`src/rtl/ni_inject_arbiter_if.sv`:
```
// Injection-port bundle: per-requester flit inputs with ready, plus the NoC local-port flit and credit lines.
interface ni_inject_arbiter_if #(
    parameter int N    = 2,
    parameter int V    = 2,
    parameter int Fpay = 32,
    parameter int Fw   = Fpay + V + 2
);
    logic [N-1:0]      req_valid;
    logic [N-1:0]      req_hdr;
    logic [N-1:0]      req_tail;
    logic [N*Fpay-1:0] req_data;
    logic [N-1:0]      req_ready;
    logic [Fw-1:0]     flit_out;
    logic              flit_out_wr;
    logic [V-1:0]      credit_in;

    modport master (
        output req_valid, req_hdr, req_tail, req_data, credit_in,
        input  req_ready, flit_out, flit_out_wr
    );

    modport slave (
        input  req_valid, req_hdr, req_tail, req_data, credit_in,
        output req_ready, flit_out, flit_out_wr
    );
endinterface

```
`src/rtl/ni_inject_arbiter.sv`:
```
// Packet-level round-robin scheduler for one NI injection port with per-VC credit tracking and wormhole lock.
// Optional stall watchdog (output err_timeout_o) is built only when NI_ARB_WATCHDOG_EN is defined.
module ni_inject_arbiter #(
    parameter int N    = 2,
    parameter int V    = 2,
    parameter int B    = 4,
    parameter int Fpay = 32,
    parameter int Fw   = Fpay + V + 2
`ifdef NI_ARB_WATCHDOG_EN
    ,
    parameter int TOw  = 8
`endif
) (
    input  logic                 clk_i,
    input  logic                 reset_i,
    input  logic                 en_i,
    ni_inject_arbiter_if.slave   port_if,
    output logic                 busy_o,
    output logic [$clog2(N)-1:0] grant_id_o,
    output logic                 err_proto_o,
    output logic                 err_credit_o
`ifdef NI_ARB_WATCHDOG_EN
    ,
    output logic                 err_timeout_o
`endif
);
    localparam int NW = $clog2(N);
    localparam int VW = (V > 1) ? $clog2(V) : 1;
    localparam int CW = $clog2(B + 1);

    // IDLE: arbitrate for a new packet (no transfer); SEND: grant locked until tail leaves
    typedef enum logic {IDLE, SEND} state_t;

    state_t          state_q;
    logic [NW-1:0]   grant_q, rr_ptr_q, pick_req, next_rr;
    logic [VW-1:0]   vc_sel_q, vc_ptr_q, pick_vc, next_vc;
    logic [CW-1:0]   credit_q [V];
    logic            first_q;
    logic [Fw-1:0]   flit_q;
    logic            flit_wr_q, err_proto_q, err_credit_q;

    logic [N-1:0]    elig;
    logic [V-1:0]    dec_vc, vc_onehot;
    logic            any_credit, start, xfer, wd_fire;
    logic            g_valid, g_hdr, g_tail;
    logic [Fpay-1:0] g_data;

    always_comb begin
        elig     = port_if.req_valid & port_if.req_hdr;
        pick_req = rr_ptr_q;
        for (int k = N - 1; k >= 0; k--) begin
            if (elig[(int'(rr_ptr_q) + k) % N]) pick_req = NW'((int'(rr_ptr_q) + k) % N);
        end
        any_credit = 1'b0;
        pick_vc    = vc_ptr_q;
        for (int k = V - 1; k >= 0; k--) begin
            if (credit_q[(int'(vc_ptr_q) + k) % V] != '0) begin
                pick_vc    = VW'((int'(vc_ptr_q) + k) % V);
                any_credit = 1'b1;
            end
        end
    end

    always_comb begin
        g_valid = port_if.req_valid[grant_q];
        g_hdr   = port_if.req_hdr[grant_q];
        g_tail  = port_if.req_tail[grant_q];
        g_data  = port_if.req_data[grant_q*Fpay +: Fpay];
        start   = (state_q == IDLE) && en_i && (|elig) && any_credit;
        xfer    = (state_q == SEND) && g_valid && (credit_q[vc_sel_q] != '0);
        next_rr = NW'((int'(grant_q) + 1) % N);
        next_vc = VW'((int'(vc_sel_q) + 1) % V);
        dec_vc    = '0;
        vc_onehot = '0;
        vc_onehot[vc_sel_q] = 1'b1;
        if (xfer) dec_vc[vc_sel_q] = 1'b1;
        port_if.req_ready = '0;
        if (xfer) port_if.req_ready[grant_q] = 1'b1;
    end

`ifdef NI_ARB_WATCHDOG_EN
    logic [TOw-1:0] wd_q;
    logic           err_timeout_q;

    assign wd_fire = (state_q == SEND) && !xfer && (&wd_q);

    // Counter idles at zero outside SEND, so entering SEND starts from a clean count
    always_ff @(posedge clk_i) begin
        if (reset_i) begin
            wd_q          <= '0;
            err_timeout_q <= 1'b0;
        end else begin
            err_timeout_q <= wd_fire;
            if (state_q != SEND || xfer) wd_q <= '0;
            else                         wd_q <= wd_q + 1'b1;
        end
    end

    assign err_timeout_o = err_timeout_q;
`else
    assign wd_fire = 1'b0;
`endif

    always_ff @(posedge clk_i) begin
        if (reset_i) begin
            state_q      <= IDLE;
            grant_q      <= '0;
            rr_ptr_q     <= '0;
            vc_sel_q     <= '0;
            vc_ptr_q     <= '0;
            first_q      <= 1'b0;
            flit_q       <= '0;
            flit_wr_q    <= 1'b0;
            err_proto_q  <= 1'b0;
            err_credit_q <= 1'b0;
            for (int v = 0; v < V; v++) credit_q[v] <= CW'(B);
        end else begin
            flit_wr_q <= xfer;
            if (xfer) flit_q <= {g_hdr, g_tail, vc_onehot, g_data};

            // A return and a send on the same VC in one cycle cancel out
            for (int v = 0; v < V; v++) begin
                if (port_if.credit_in[v] && !dec_vc[v]) begin
                    if (credit_q[v] == CW'(B)) err_credit_q <= 1'b1;
                    else                       credit_q[v]  <= credit_q[v] + 1'b1;
                end else if (dec_vc[v] && !port_if.credit_in[v]) begin
                    credit_q[v] <= credit_q[v] - 1'b1;
                end
            end

            case (state_q)
                IDLE: begin
                    if (start) begin
                        state_q  <= SEND;
                        grant_q  <= pick_req;
                        vc_sel_q <= pick_vc;
                        first_q  <= 1'b1;
                    end else if (|(port_if.req_valid & ~port_if.req_hdr)) begin
                        err_proto_q <= 1'b1;
                    end
                end
                SEND: begin
                    if (xfer) begin
                        first_q <= 1'b0;
                        if (g_hdr && !first_q) err_proto_q <= 1'b1;
                        if (g_tail) begin
                            state_q  <= IDLE;
                            rr_ptr_q <= next_rr;
                            vc_ptr_q <= next_vc;
                        end
                    end else if (wd_fire) begin
                        state_q  <= IDLE;
                        rr_ptr_q <= next_rr;
                    end
                end
                default: state_q <= IDLE;
            endcase
        end
    end

    assign port_if.flit_out    = flit_q;
    assign port_if.flit_out_wr = flit_wr_q;
    assign busy_o              = (state_q == SEND);
    assign grant_id_o          = grant_q;
    assign err_proto_o         = err_proto_q;
    assign err_credit_o        = err_credit_q;
endmodule

```
`src/flat_wrapper.sv`:
```
// flat-port wrapper written by rule: the top's interface ports become plain ports
module ni_inject_arbiter_flat 
#(
    parameter int N    = 2,
    parameter int V    = 2,
    parameter int B    = 4,
    parameter int Fpay = 32,
    parameter int Fw   = Fpay + V + 2

)
  (clk_i, reset_i, en_i, busy_o, grant_id_o, err_proto_o, err_credit_o, port_if_req_valid, port_if_req_hdr, port_if_req_tail, port_if_req_data, port_if_credit_in, port_if_req_ready, port_if_flit_out, port_if_flit_out_wr);
  ni_inject_arbiter_if #(.N(N), .V(V), .Fpay(Fpay), .Fw(Fw)) port_if_i ();
  input  logic clk_i;
  input  logic reset_i;
  input  logic en_i;
  output logic busy_o;
  output logic [$clog2(N)-1:0] grant_id_o;
  output logic err_proto_o;
  output logic err_credit_o;
  input wire logic [$bits(port_if_i.req_valid)-1:0] port_if_req_valid;
  input wire logic [$bits(port_if_i.req_hdr)-1:0] port_if_req_hdr;
  input wire logic [$bits(port_if_i.req_tail)-1:0] port_if_req_tail;
  input wire logic [$bits(port_if_i.req_data)-1:0] port_if_req_data;
  input wire logic [$bits(port_if_i.credit_in)-1:0] port_if_credit_in;
  output wire logic [$bits(port_if_i.req_ready)-1:0] port_if_req_ready;
  output wire logic [$bits(port_if_i.flit_out)-1:0] port_if_flit_out;
  output wire logic [$bits(port_if_i.flit_out_wr)-1:0] port_if_flit_out_wr;
  assign port_if_i.req_valid = port_if_req_valid;
  assign port_if_i.req_hdr = port_if_req_hdr;
  assign port_if_i.req_tail = port_if_req_tail;
  assign port_if_i.req_data = port_if_req_data;
  assign port_if_i.credit_in = port_if_credit_in;
  assign port_if_req_ready = port_if_i.req_ready;
  assign port_if_flit_out = port_if_i.flit_out;
  assign port_if_flit_out_wr = port_if_i.flit_out_wr;
  ni_inject_arbiter #(.N(N), .V(V), .B(B), .Fpay(Fpay), .Fw(Fw)) u_core (.clk_i(clk_i), .reset_i(reset_i), .en_i(en_i), .port_if(port_if_i), .busy_o(busy_o), .grant_id_o(grant_id_o), .err_proto_o(err_proto_o), .err_credit_o(err_credit_o));
endmodule
```
`config.mk`:
```
export PLATFORM = sky130hd
export DESIGN_NAME = ni_inject_arbiter_flat
export DESIGN_NICKNAME = d
export VERILOG_FILES = /design/src/rtl/ni_inject_arbiter_if.sv /design/src/rtl/ni_inject_arbiter.sv /design/src/flat_wrapper.sv
export SDC_FILE = /design/constraint.sdc
export NUM_CORES = 1
export LEC_CHECK = 0
export ABC_AREA = 1
export CAP_MARGIN = 20
export CORE_MARGIN = 3
export CORE_UTILIZATION = 37
export DETAILED_ROUTE_END_ITERATION = 16
export PLACE_DENSITY = 0.73
export SETUP_SLACK_MARGIN = 0.1
export SLEW_MARGIN = 20
export SYNTH_ARGS = -nofsm -noshare
export SYNTH_HDL_FRONTEND = slang
export SYNTH_SLANG_ARGS = --single-unit
```
`constraint.sdc`:
```
create_clock -name clk_i -period 1.9 [get_ports clk_i]
set_input_delay 0.38 -clock clk_i [delete_from_list [all_inputs] [get_ports clk_i]]
set_output_delay 0.38 -clock clk_i [all_outputs]
set_load 0.1 [all_outputs]
```
==> impl_metrics.json, run 1 <==
{
  "fin_util_pct": 67.1,
  "area_growth_pct": 69.9,
  "synth-async-reset-ratio_pct": 0,
  "grt_pass1_vias": 2581,
  "r2r_start": "u_core.credit_q[0][1]",
  "numClockSinks": 53,
  "vias": 2742,
  "grtUsageTotal_pct": 20.2,
  "finalCritPeriodShare_pct": 102,
  "hold_viol_final": 0,
  "fin_worst_skew_ps": 8.05,
  "slew-limit-headroom_pct": 71.5,
  "htreeDepth": 2,
  "synth_ff_type": "dfxtp_1",
  "worstRegToRegCells": 11,
  "crit_fanout": 4,
  "finalSetupViolations": 2,
  "synth_top_cell_by_area": "dfxtp_1",
  "fmax_mhz": 516,
  "violations": "setup timing",
  "synth_area_leaders": "dfxtp_1 39%, nand2_1 21%, a31oi_1 8.3%, edfxtp_1 7.4%, inv_1 4.3%",
  "grt_setup_unrepaired": "true",
  "clk-insertion-delay-late_ps": 310,
  "slew_violations": 0,
  "yosys-top-cells-count": "135 x nand2_1, 47 x dfxtp_1, 32 x a31oi_1",
  "antenna_cells": 0,
  "dieArea_um2": 7560,
  "place_area_um2": 3800,
  "final_area_um2": 4120,
  "drive_gt1_share_pct": 24.8,
  "syn_nets": 413,
  "grt_max_degree": 39,
  "reg2reg_to": "u_core.credit_q[1][0]",
  "min_path_cells": 2,
  "hold_class": "reg -> reg",
  "cap_violations": 0,
  "root_buffer": "clkbuf_8",
  "cts_made_buffers": 5,
  "cts-hold-fix-buffers": 0,
  "avgSynthCellArea_um2": 7.26,
  "ys_ff_latch": 53,
  "start_kind": "flop",
  "gp_congestion": 0.895,
  "clk_pin_slew_ps": 100,
  "drcViolationCount": 0,
  "final_nets": 561,
  "hp-start": "u_core.err_proto_o",
  "fp.dieH_um": 86.9,
  "ff_latch_area_um2": 1130,
  "min_period_ps": 1940,
  "vias_per_cell": 4.91,
  "antenna_found_initial": 0,
  "synth_edf_count": 6,
  "max_slew.worst_pin.slew_ps": 428,
  "ys_types": 24,
  "yosysSeqAreaShare_pct": 46.3,
  "core_area_um2": 6130,
  "fill_cells": 500,
  "ir_worst_vdd_mv": 0.407,
  "multi_input_area_um2": 1210,
  "min_to": "u_core.err_proto_o",
  "drtIter0Drc": 121,
  "yosysWarnings": 0,
  "dr.pass1.iters": 4,
  "postSynthCellCount": 334,
  "num_rows": 28,
  "p_leak_nw": 1.75,
  "ioPinCount": 118,
  "end_kind": "output port",
  "criticalPathCategory": "reg -> out",
  "io_buffers": 117,
  "r2r_slack_ps": 0,
  "tns_ps": -71.2,
  "die_x_um": 86.9,
  "routedWlPerCell_um": 14.5,
  "dp_hpwl_um": 5850,
  "detail-route-antenna-nets": 0,
  "fin_ws_ps": -37.0,
  "cp.arrival_ps": 1560,
  "cts_tree": "done",
  "synth_area_um2": 2420,
  "cp.required_ps": 1520,
  "synth_top_area_share_pct": 38.8,
  "routed_wl_um": 8070,
  "power_density_nw_per_um2": 709,
  "synth.most_common_cell": "nand2_1",
  "cts_buffer_depth": 2,
  "grt_pass1_wl_um": 12000,
  "grt_overflow": 0,
  "initial_core_util_pct": 39.5,
  "status": "finished, violations left"
}
-- state kept, by name, indices dropped and copies added (netlist names), named ones only --
name                        flops
u_core.busy_o                   1
u_core.credit_q                 6
u_core.err_credit_o             1
u_core.err_proto_o              1
u_core.first_q                  1
u_core.grant_id_o               1
u_core.port_if.flit_out        36
u_core.port_if.flit_out_wr      1
u_core.rr_ptr_q                 1
u_core.vc_ptr_q                 1
u_core.vc_sel_q                 1
-- metal layers --
layer	track usage [%]	vias up	wire length, um
met1	23.7	1245	3200
met2	33.6	112	3980
met3	7.85	13	758
li1	-	1372	-
met4	6.80	0	135
met5	0	-	0
-- where the power goes --
group / total (mW) / internal [mW] / switching [mW]
registers: 1.26 / 1.21 / 0.0474
clock network: 0.642 / 0.257 / 0.385
logic: 1.02 / 0.394 / 0.627
-- critical path: stages (launching register included) --
cell and delay, ps:
edfxtp_1 400, nor2_1 140, nand3_1 130, nand2_2 130, nor2_4 50, buf_6 130, nand2_4 60, inv_4 50
buf_12 150
-- layout by cell type (no fill, tap or decap), types with 2 or more instances in the layout --
cell type        count
nand2_1            128
clkdlybuf4s50_1     72
buf_4               70
dfxtp_1             44
a31oi_1             32
inv_1               24
nor2_1              19
a21oi_1              9
buf_12               7
o21ai_0              6
edfxtp_1             6
nand2_2              5
clkbuf_8             5
inv_4                4
nand3_1              4
nand3_4              4
nand4_1              4
xor2_1               4
buf_6                4
inv_2                3
nand3_2              3
ha_1                 3
nand2_4              2
nor3_1               2
nor3_2               2
clkinv_2             2
dlygate4sd2_1        2
dfxtp_4              2
-- layout make-up --
cell class | instances | share of cell area (%)
timing repair buffer | 156 | 35.8
tap | 75 | 2.28
sequential | 53 | 27.4
inverter | 31 | 3.10
clock buffer | 5 | 1.67
multi-input combinational | 235 | 29.3
clock inverter | 3 | 0.395
-- logic make-up after synthesis --
family	Yosys count	synth area share (%)
fa+ha+maj	4	2.38
compound gates	50	12.2
xor+xnor	5	1.81
buf+inv	46	8.52
flops	53	46.3
simple gates	176	28.9
-- worst max-delay path by stage --
stage                          startpoint  slack [ps]               endpoint
global placement     port_if_req_valid[1]        -360  u_core.credit_q[0][2]
CTS                 u_core.credit_q[0][1]          20   port_if_req_ready[0]
finish              u_core.credit_q[0][1]         -40   port_if_req_ready[0]
detailed placement   port_if_req_valid[1]        -410  u_core.credit_q[0][2]
floorplan               u_core.grant_id_o        -130  u_core.credit_q[0][2]
global route        u_core.credit_q[0][1]         -90   port_if_req_ready[0]
-- timing repair --
action / in CTS / in global routing
pin swaps: 3 / 10
gates resized for setup: 17 / 19
cloned: 0 / 1
endpoints found under the setup margin: 28 / 44
buffers inserted: 8 / 4
-- stage by stage --
step | hold WS (ps) | power (mW) | setup WS, ps | cells
finish | 458 | 2.92 | -37.0 | 558
global route | 489 | 3.05 | -87.9 | 558
CTS | 459 | 2.89 | 15.9 | 553
detailed placement | 444 | 2.22 | -407 | 537
global placement | 444 | 2.21 | -356 | 537
floorplan | 445 | 1.85 | -128 | 334
No activity file was read; power rests on OpenSTA's default activity.
==> inputs of run 2 (changes only) <==
CORE_MARGIN = default   (was 3)
CTS_BUF_LIST = sky130_fd_sc_hd__clkbuf_4 sky130_fd_sc_hd__clkbuf_8 sky130_fd_sc_hd__clkbuf_16   (was default)
CTS_CLUSTER_SIZE = 10   (was default)
==> impl_metrics.json, run 2 (synthesis results as in run 1) <==
{
  "crit_path_top_delay_cell": "edfxtp_1",
  "num_rows": 29,
  "vias_per_cell": 4.83,
  "detail-route-antenna-nets": 0,
  "htreeDepth": 2,
  "largest_register_ffs": 36,
  "hold_viol_final": 0,
  "finalNonFillerCells": 560,
  "finalSetupViolations": 0,
  "drcViolationCount": 0,
  "root_buffer": "clkbuf_8",
  "path_cells": "inv_2 > nand3_2 > nand2_2 > nor2_4 > buf_6 > nand3_4 > fa_2 > xor2_1 > xor2_1 > inv_1 > nand2_1",
  "min_to": "u_core.port_if.flit_out[33]",
  "p_leak_nw": 1.75,
  "timing.critical_path.mode_cell": "xor2_1",
  "worstRegToRegCells": 11,
  "grt_pass1_wl_um": 11800,
  "slowest_delay_ps": 370,
  "ioPinCount": 118,
  "cts_tree": "done",
  "antenna_cells": 0,
  "final_common_cell": "nand2_1",
  "die_x_um": 82.9,
  "cts_buffer_depth": 2,
  "slew_violations": 0,
  "min_period_ps": 1900,
  "dp_hpwl_um": 5190,
  "clk-insertion-delay-late_ps": 310,
  "start_kind": "flop",
  "clk_pin_slew_ps": 110,
  "cp.arrival_ps": 1970,
  "layout_common_cells": "130 x nand2_1, 73 x buf_4, 72 x clkdlybuf4s50_1",
  "area_growth_pct": 69.7,
  "r2r_slack_ps": 3,
  "hp-start": "u_core.port_if.flit_out[33]",
  "vias": 2703,
  "crit_family": "simple AND/OR/NAND/NOR gates",
  "critPathBufInv": 3,
  "cap_violations": 0,
  "reg2reg_to": "u_core.credit_q[0][2]",
  "final_nets": 561,
  "antenna_found_initial": 0,
  "hold_class": "reg -> reg",
  "end_kind": "flop",
  "slew-limit-headroom_pct": 72.7,
  "fin_worst_skew_ps": 13.1,
  "fp.dieH_um": 82.9,
  "gp_congestion": 0.803,
  "dieArea_um2": 6880,
  "cp.required_ps": 1970,
  "max_slew.worst_pin.slew_ps": 410,
  "drtIter0Drc": 91,
  "routedWlPerCell_um": 13.1,
  "core_area_um2": 6350,
  "fin_util_pct": 64.8,
  "power_density_nw_per_um2": 740,
  "dp_cells": 536,
  "r2r_start": "u_core.credit_q[1][1]",
  "routed_wl_um": 7330,
  "grtUsageTotal_pct": 20.8,
  "dr.pass1.iters": 4,
  "drive_gt1_share_pct": 24.4,
  "fmax_mhz": 527,
  "grt_setup_unrepaired": "true",
  "fill_cells": 558,
  "finalCritPeriodShare_pct": 99.9,
  "io_buffers": 117,
  "crit_fanout": 3,
  "numClockSinks": 53,
  "grt_max_degree": 39,
  "min_path_cells": 2,
  "grt_pass1_vias": 2718,
  "ir_worst_vdd_mv": 0.415,
  "cts_made_buffers": 5,
  "grt_overflow": 0,
  "status": "finished clean",
  "initial_core_util_pct": 38.2,
  "criticalPathCategory": "reg -> reg"
}
## run 2: cell count changes in the layout (fill, tap and decap cells not counted), sizes merged
cell,delta
bufinv,+1
clkinv,-1
## run 2: timing repair
action,4_1_cts,5_1_grt
pin swaps,7,6
setup buffers,10,5
hold buffers,0,0
resized for setup,19,11
endpoints found under the setup margin,35,47
cloned,0,1
## run 2: per-stage QoR
step / TNS [ps] / instance area [um^2] / power, mW / setup WS, ps / hold WS (ps)
5_1_grt: -157 / 4110 / 3.18 / -63.3 / 488
2_1_floorplan: -128 / 2460 / 1.85 / -128 / 445
4_1_cts: 0 / 4010 / 3.03 / 6.61 / 474
3_3_place_gp: -9960 / 3770 / 2.20 / -380 / 449
3_5_place_dp: -12340 / 3770 / 2.21 / -421 / 454
6_report: 0 / 4110 / 3.04 / 2.63 / 467
## run 2: tightest hold or removal path: cells and delay by family, from the launching register on
| kind | cells | cell delay [ps] |
|---|---|---|
| AO/OA/AOI/OAI | 1 | 50 |
| flip-flops | 1 | 330 |
| AND/OR/NAND/NOR | 1 | 60 |
## run 2: area by class of cell
type,instances,area (um^2),share of cell area [%]
Clock buffer,5,68.8,1.67
Clock inverter,3,45.0,1.10
Inverter,31,130,3.16
Multi-Input combinational cell,235,1190,28.9
Sequential cell,53,1130,27.5
Tap cell,77,96.3,2.34
Timing Repair Buffer,156,1450,35.4
## run 2: worst max-delay path by stage
| stage | startpoint | endpoint | slack [ps] | cells past startpoint |
|---|---|---|---|---|
| 6_report | u_core.credit_q[1][1] | u_core.credit_q[0][2] | 3 | 11 |
| 5_1_grt | u_core.credit_q[0][2] | u_core.credit_q[0][2] | -60 | 11 |
| 4_1_cts | u_core.credit_q[0][1] | port_if_req_ready[0] | 7 | 8 |
| 3_5_place_dp | port_if_req_valid[1] | u_core.credit_q[0][2] | -420 | 11 |
| 3_3_place_gp | port_if_req_valid[1] | u_core.credit_q[0][2] | -380 | 11 |
| 2_1_floorplan | u_core.grant_id_o | u_core.credit_q[0][2] | -130 | 10 |
## run 2: metal layers
| layer | share of wire, % | vias up | global-route usage (%) |
|---|---|---|---|
| li1 | - | 1378 | - |
| met4 | 0.83 | 0 | 4.23 |
| met2 | 50 | 95 | 37.8 |
| met3 | 9.5 | 6 | 7.85 |
| met1 | 39 | 1224 | 23.1 |
| met5 | 0 | - | 0 |
## run 2: power breakdown
part	internal, mW	leakage, nW	switching (mW)
Clock	0.396	0.0587	0.387
Combinational	0.388	1.25	0.616
Sequential	1.21	0.441	0.0473
Total	1.99	1.75	1.05
==> inputs of run 3 (changes only) <==
ABC_CLOCK_PERIOD_IN_PS = 1900   (was default)
REMOVE_ABC_BUFFERS = 1   (was default)
==> impl_metrics.json, run 3 (synthesis results as in run 1) <==
{
  "fin_util_pct": 64.1,
  "num_rows": 29,
  "violations": "setup timing",
  "ff_latch_area_um2": 1120,
  "grt_max_degree": 40,
  "fmax_mhz": 526,
  "max_slew.worst_pin.slew_ps": 420,
  "antenna_found_initial": 0,
  "largest_register_ffs": 36,
  "final_nets": 558,
  "multi_input_area_um2": 1180,
  "finalCritPeriodShare_pct": 100,
  "finalSetupViolations": 1,
  "grt_pass1_wl_um": 11900,
  "antenna_cells": 0,
  "gp_congestion": 0.829,
  "routedWlPerCell_um": 13.1,
  "root_buffer": "clkbuf_8",
  "hold_viol_final": 0,
  "clk-insertion-delay-late_ps": 320,
  "area_growth_pct": 67.8,
  "cts_buffer_depth": 2,
  "dieArea_um2": 6880,
  "wl_met2_um": 3410,
  "power_density_nw_per_um2": 752,
  "criticalPathCategory": "reg -> out",
  "ir_worst_vdd_mv": 0.366,
  "dp_hpwl_um": 5230,
  "fin_ws_ps": -0.257,
  "grt_pass1_vias": 2623,
  "status": "finished, violations left",
  "wl_met1_um": 3200,
  "slew_violations": 0,
  "core_area_um2": 6350,
  "grt_overflow": 0,
  "detail-route-antenna-nets": 0,
  "cts-hold-fix-buffers": 0,
  "grt_setup_unrepaired": "true",
  "fin_worst_skew_ps": 14.7,
  "die_x_um": 82.9,
  "clk_pin_slew_ps": 110,
  "routed_wl_um": 7320,
  "cp.arrival_ps": 1520,
  "dr.pass1.iters": 4,
  "min_period_ps": 1900,
  "layout_common_cells": "130 x nand2_1, 72 x clkdlybuf4s50_1, 70 x buf_4",
  "drtIter0Drc": 85,
  "vias_per_cell": 4.87,
  "drcViolationCount": 0,
  "grtUsageTotal_pct": 21.3,
  "fp.dieH_um": 82.9,
  "cts_made_buffers": 5,
  "numClockSinks": 53,
  "fin_worst_hold_slack_ps": 464,
  "wl_met3_um": 602,
  "io_buffers": 117,
  "final_common_cell": "nand2_1",
  "fill_cells": 572,
  "end_kind": "output port",
  "start_kind": "flop",
  "cts_tree": "done",
  "cap_violations": 0,
  "slew-limit-headroom_pct": 72.0,
  "pre_cts_slack_ps": -596,
  "finalPower_mw": 3.06,
  "highest_layer": "met4",
  "crit_fanout": 4,
  "vias": 2710,
  "p_leak_nw": 1.74,
  "ioPinCount": 118,
  "initial_core_util_pct": 38.2,
  "drive_gt1_share_pct": 24.0,
  "htreeDepth": 2,
  "cp.required_ps": 1520,
  "hold_class": "reg -> reg"
}
==> run 3: cell count changes in the layout (fill, tap and decap cells not counted), moves of 2 or more <==
cell,before,now
buf_4,73,70
dfxtp_4,2,0
nand3_2,5,7
inv_2,3,5
==> run 3: power breakdown <==
part,internal (mW),switching (mW),total [mW]
combinational,0.384,0.611,0.995
sequential,1.21,0.0459,1.26
clock,0.403,0.405,0.808
total,2.00,1.06,3.06
==> run 3: timing repair <==
item / in CTS / in global routing
resized for setup: 17 / 16
pin swaps: 3 / 5
endpoints found under the setup margin: 35 / 39
setup buffers: 5 / 2
==> run 3: layout make-up <==
cell class	instances	area share [%]
Timing Repair Buffer	153	35.1
Multi-Input combinational cell	235	29.1
Sequential cell	53	27.6
Inverter	31	2.98
Tap cell	77	2.37
Clock buffer	5	1.69
Clock inverter	3	1.17
==> run 3: worst max-delay path, cell delays in order, from the launching register on <==
cell and delay (ps):
edfxtp_1 420, nor2_2 140, nand3_2 90, nand2_2 100
nor2_4 50, buf_6 130, nand2_4 70, inv_4 40
buf_12 150
==> run 3: routing by layer <==
metal,track usage [%],up-vias
met3,6.96,12
met1,26.6,1234
met4,5.80,0
met5,0,-
li1,-,1365
met2,35.2,99
==> run 3: stage by stage <==
stage | setup TNS (ps) | instances | cell area, um^2
floorplan | -29690 | 319 | 2330
global placement | -9980 | 542 | 3800
detailed placement | -11780 | 542 | 3800
CTS | 0 | 555 | 3990
global route | -205 | 557 | 4070
finish | -0.257 | 557 | 4070
==> run 3: path summary, 6_finish.rpt <==
path,start,to,slack (ps),cells past startpoint
min reg2reg,u_core.err_proto_o,u_core.err_proto_o,460,2
min,u_core.err_proto_o,u_core.err_proto_o,460,2
max reg2reg,u_core.credit_q[1][1],u_core.credit_q[0][2],80,10
max,u_core.credit_q[1][2],port_if_req_ready[1],-0.3,8
